[src/rtl/uart_tx_sched.sv]
// Two-requester round-robin UART transmit scheduler, 8N1 framing with a clock-enable baud divider.
// Optional even parity bit between data and stop when UART_TX_PARITY_EN is defined.
module uart_tx_sched #(
    parameter int BAUD_DIV = 10400
) (
    input  logic       sysclk,
    input  logic       reset,
    input  logic       req0,
    input  logic [7:0] data0,
    output logic       ack0,
    input  logic       req1,
    input  logic [7:0] data1,
    output logic       ack1,
    output logic       tx,
    output logic       busy,
    output logic       grant
);

    localparam int CNT_W = (BAUD_DIV > 1) ? $clog2(BAUD_DIV) : 1;
    localparam logic [CNT_W-1:0] CNT_LAST = CNT_W'(BAUD_DIV - 1);

`ifdef UART_TX_PARITY_EN
    typedef enum logic [2:0] {IDLE, START, DATA, PARITY, STOP} state_t;
`else
    typedef enum logic [1:0] {IDLE, START, DATA, STOP} state_t;
`endif

    state_t           state, state_nxt;
    logic [CNT_W-1:0] cnt, cnt_nxt;
    logic [2:0]       bit_idx, bit_idx_nxt;
    logic [7:0]       shreg, shreg_nxt;
    logic             tx_nxt, busy_nxt, ack0_nxt, ack1_nxt, grant_nxt;
    logic             win;
    logic             bit_last;

    assign bit_last = (cnt == CNT_LAST);

    always_ff @(posedge sysclk) begin
        if (reset) begin
            state   <= IDLE;
            cnt     <= '0;
            bit_idx <= '0;
            shreg   <= '0;
            tx      <= 1'b1;
            busy    <= 1'b0;
            ack0    <= 1'b0;
            ack1    <= 1'b0;
            grant   <= 1'b1;
        end else begin
            state   <= state_nxt;
            cnt     <= cnt_nxt;
            bit_idx <= bit_idx_nxt;
            shreg   <= shreg_nxt;
            tx      <= tx_nxt;
            busy    <= busy_nxt;
            ack0    <= ack0_nxt;
            ack1    <= ack1_nxt;
            grant   <= grant_nxt;
        end
    end

    // Every output is computed one cycle ahead so tx/busy/ack/grant leave straight from flops.
    always_comb begin
        state_nxt   = state;
        cnt_nxt     = cnt + CNT_W'(1);
        bit_idx_nxt = bit_idx;
        shreg_nxt   = shreg;
        tx_nxt      = tx;
        busy_nxt    = busy;
        ack0_nxt    = 1'b0;
        ack1_nxt    = 1'b0;
        grant_nxt   = grant;
        win         = 1'b0;

        case (state)
            IDLE: begin
                cnt_nxt = '0;
                if (req0 || req1) begin
                    // On contention the requester that was not served last wins.
                    win       = (req0 && req1) ? ~grant : req1;
                    grant_nxt = win;
                    shreg_nxt = win ? data1 : data0;
                    ack0_nxt  = ~win;
                    ack1_nxt  = win;
                    tx_nxt    = 1'b0;
                    busy_nxt  = 1'b1;
                    state_nxt = START;
                end
            end
            START: begin
                if (bit_last) begin
                    cnt_nxt     = '0;
                    bit_idx_nxt = 3'd0;
                    tx_nxt      = shreg[0];
                    state_nxt   = DATA;
                end
            end
            DATA: begin
                if (bit_last) begin
                    cnt_nxt = '0;
                    if (bit_idx == 3'd7) begin
`ifdef UART_TX_PARITY_EN
                        tx_nxt    = ^shreg;
                        state_nxt = PARITY;
`else
                        tx_nxt    = 1'b1;
                        state_nxt = STOP;
`endif
                    end else begin
                        bit_idx_nxt = bit_idx + 3'd1;
                        tx_nxt      = shreg[bit_idx + 3'd1];
                    end
                end
            end
`ifdef UART_TX_PARITY_EN
            PARITY: begin
                if (bit_last) begin
                    cnt_nxt   = '0;
                    tx_nxt    = 1'b1;
                    state_nxt = STOP;
                end
            end
`endif
            STOP: begin
                if (bit_last) begin
                    cnt_nxt   = '0;
                    tx_nxt    = 1'b1;
                    busy_nxt  = 1'b0;
                    state_nxt = IDLE;
                end
            end
            default: begin
                cnt_nxt   = '0;
                tx_nxt    = 1'b1;
                busy_nxt  = 1'b0;
                state_nxt = IDLE;
            end
        endcase
    end

endmodule

[config.mk]
export PLATFORM = sky130hd
export DESIGN_NAME = uart_tx_sched
export DESIGN_NICKNAME = d
export VERILOG_FILES = /design/src/rtl/uart_tx_sched.sv
export SDC_FILE = /design/constraint.sdc
export NUM_CORES = 1
export LEC_CHECK = 0
export CAP_MARGIN = 10
export CORE_ASPECT_RATIO = 2
export CORE_MARGIN = 2
export CORE_UTILIZATION = 45
export CTS_CLUSTER_SIZE = 14
export DETAILED_ROUTE_END_ITERATION = 8
export MAX_ROUTING_LAYER = met4
export PLACE_DENSITY = 0.69
export SYNTH_ARGS = -nofsm -noshare
export SYNTH_HDL_FRONTEND = slang
export SYNTH_SLANG_ARGS = --single-unit
[constraint.sdc]
create_clock -name sysclk -period 2.2 [get_ports sysclk]
set_input_delay 0.44 -clock sysclk [delete_from_list [all_inputs] [get_ports sysclk]]
set_output_delay 0.44 -clock sysclk [all_outputs]
set_load 0.005 [all_outputs]
==> impl_metrics.py <==
metrics = {
    "critical_path": {
        "critPathRequiredTime_ns": 2.39,
        "path_max_fanout": 5,
        "crit_buf_inv": 0,
        "cp.arrival_ns": 2.30,
        "path_class": "flop to flop",
        "cpPeakStageDelay_ns": 0.56,
        "cp-end-kind": "flop",
        "slowest_stage": "or4b_1",
        "critPathLaunchType": "flop",
        "crit_chain": "or4b_1 -> or4_4 -> a211o_1 -> a221oi_2",
        "crit_family": "simple AND/OR/NAND/NOR gates",
    },
    "placement": {
        "pre_cts_slack_ns": 0.0722,
        "gp_congestion": 0.924,
        "placed_cell_area_sq_um": 1790,
        "dpl.hpwl_um": 2530,
        "dpl.cell_count": 226,
        "port_buffers": 24,
    },
    "final_layout": {
        "final_cells": 234,
        "mostFrequentLayoutCell": "dfxtp_1",
        "mostFrequentLayoutCells": "32 x dfxtp_1, 24 x nand2_1, 24 x clkdlybuf4s50_1",
        "diodes": 0,
        "multi_input_area_sq_um": 797,
        "areaGrowthSynthToFinish_pct": 25.9,
        "fin_nets": 230,
        "final_cell_area_sq_um": 1880,
        "drive_gt1_share_pct": 7.39,
        "seq_area_sq_um": 641,
        "final.fill_count": 301,
    },
    "clock_network": {
        "cts.sinks": 32,
        "cts.reportedPaths.clkPinSlew_ns": 0.06,
        "cts-root-buf": "clkbuf_8",
        "clk_path_buf_depth": 2,
        "insertion_delay_ns": 0.28,
        "post-cts-setup-buffers": 0,
        "htreeDepth": 2,
        "cts_made_buffers": 5,
        "cts_tree": "built",
    },
    "drt": {
        "drc_errors": 0,
        "avgRoutedWirePerCell_um": 13.8,
        "drt_iter0_markers": 16,
        "dr_total_vias": 1299,
        "routed_wl_um": 3230,
        "final_antenna_net_count": 0,
        "drt_pre_antenna_iters": 4,
        "viasPerCell": 5.55,
    },
    "logic_synthesis": {
        "synth_top_family_by_area": "simple AND/OR/NAND/NOR gates",
        "ys.flop_type": "dfxtp_1",
        "synth_compound_area_share_pct": 13.7,
        "synth-seq-cells": 32,
        "synth_sequential_area_ratio_pct": 42.8,
        "synth_adder_area_share_pct": 6.69,
        "synth_area_leaders": "dfxtp_1 43%, ha_1 6.7%, nand2_1 6.0%",
        "post-synth-top-area-cell": "dfxtp_1",
        "synth-edff-count": 0,
        "yosys_warnings": 0,
        "avgSynthCellArea_sq_um": 8.69,
        "synthSimpleGateAreaFrac_pct": 22.7,
        "synthXorXnorAreaFrac_pct": 6.44,
        "synth_top_cell_area_share_pct": 42.8,
        "syn-instance-count": 172,
        "async_flop_share_pct": 0,
        "synth_mux_area_share_pct": 3.51,
        "synth_fp_nets": 200,
        "syn-cell-area_sq_um": 1500,
        "yosys.cell_types.count": 34,
    },
    "floorplan": {
        "initial_utilization_pct": 47.4,
        "dieWidth_um": 44.8,
        "fp.coreArea_sq_um": 3160,
        "die_h_um": 85.5,
        "rows": 29,
        "dieArea_sq_um": 3830,
        "io_pins": 25,
    },
    "sta": {
        "min_period_ns": 2.11,
        "maxSlewViolCount": 0,
        "fin_ws_ns": 0.0880,
        "max_slew_margin_pct": 62.4,
        "whs_ns": 0.440,
        "hold_violations": 0,
        "finalSetupViolCount": 0,
        "min_period_over_period_pct": 96.0,
        "worst_pin_slew_ns": 0.558,
        "clock_skew_ns": 0.00259,
        "rsz0062_at_grt": "false",
        "tns_ns": 0,
        "fmax_mhz": 473,
    },
    "power_and_ir_drop": {
        "vdd_drop_max_mv": 0.608,
        "netSwitchingFraction_pct": 31.2,
        "p_clk_share_pct": 25.5,
        "power_leakage_nw": 0.721,
        "switchingPower_mw": 0.545,
        "power_frac_seq_pct": 41.9,
        "intPower_mw": 1.20,
        "comb_power_share_pct": 32.6,
        "power_density_nw_per_um2": 930,
    },
    "outcome": {
        "outcome": "finished clean",
    },
    "global_routing": {
        "overflow": 0,
        "grt_max_degree": 15,
        "grt_util_all_layers_pct": 20.2,
        "grt_pass1_vias": 1362,
        "grt_pass1_wl_um": 5640,
        "antenna_found_initial": 0,
    },
    "worst_hold_path": {
        "worstHoldPathType": "flop to flop",
    },
    "job": {
        "drv_cap": 0,
    },
}
-- routing by layer --
| metal | track usage (%) | part of all wire [%] |
|---|---|---|
| met1 | 18.1 | 35 |
| met5 | - | 0 |
| met3 | 3.58 | 1.7 |
| met2 | 36.1 | 59 |
| met4 | 13.2 | 3.8 |
-- synthesized netlist by cell type (all sizes together), types with 3 or more instances --
master / n
nand2: 24
clkbuf: 5
ha: 8
nor3: 3
a21oi: 7
inv: 10
or3: 3
a22oi: 8
o21ai: 4
mux2i: 3
dfxtp: 32
nor2: 20
nand3: 4
nand4: 4
xnor2: 9
nor4: 4
-- what timing repair did --
action                     4_1_cts  5_1_grt
setup endpoints to repair        0        1
hold buffers                     0        0
resized for setup                0        1
-- layout make-up --
| cell class | count | share of cell area (%) |
|---|---|---|
| Clock buffer | 8 | 4.79 |
| Inverter | 10 | 1.99 |
| Sequential cell | 32 | 34.0 |
| Multi-Input combinational cell | 124 | 42.4 |
| Tap cell | 31 | 2.06 |
| Timing Repair Buffer | 29 | 14.8 |
-- through the flow --
step                power, mW  util [%]
floorplan                1.12         -
global placement         1.30      56.6
detailed placement       1.32      56.6
CTS                      1.78      59.5
global route             1.87      59.6
finish                   1.75      59.6
-- state kept, by name, indices dropped and copies added (netlist names) --
name     cells
busy         1
state        2
cnt         14
ack1         1
ack0         1
tx           1
grant        1
shreg        8
bit_idx      3
-- logic make-up (layout without fill, tap and decap cells) --
family | after synthesis | in the layout
flip-flops | 32 | 32
AO/OA/AOI/OAI | 29 | 29
AND/OR/NAND/NOR | 72 | 72
buffers and inverters | 16 | 47
XOR/XNOR | 11 | 11
adder cells (fa/ha/maj) | 8 | 8
multiplexers | 4 | 4
-- power by group through the flow --
stage	logic, mW	clock network [mW]	registers (mW)
4_1_cts	0.578	0.463	0.735
2_1_floorplan	0.386	0	0.733
5_1_grt	0.639	0.488	0.744
6_report	0.570	0.447	0.733
3_3_place_gp	0.558	0	0.738
3_5_place_dp	0.574	0	0.748
-- path summary, 6_finish.rpt --
path	start	slack, ns	depth (start not counted)	end
worst min register to register	shreg[5]$_SDFFE_PP0P_	0.44	2	shreg[5]$_SDFFE_PP0P_
worst max-delay path	cnt[5]$_SDFF_PP0_	0.09	4	state[0]$_SDFFE_PP0P_
worst max register to register	cnt[5]$_SDFF_PP0_	0.09	4	state[0]$_SDFFE_PP0P_
worst min-delay path	shreg[5]$_SDFFE_PP0P_	0.44	2	shreg[5]$_SDFFE_PP0P_
-- worst reg2reg max path, stage by stage (launching register included) --
cell	delay, ns
dfxtp_1	0.35
or4b_1	0.56
or4_4	0.53
a211o_1	0.32
a221oi_2	0.26
No activity file was read; power rests on OpenSTA's default activity.
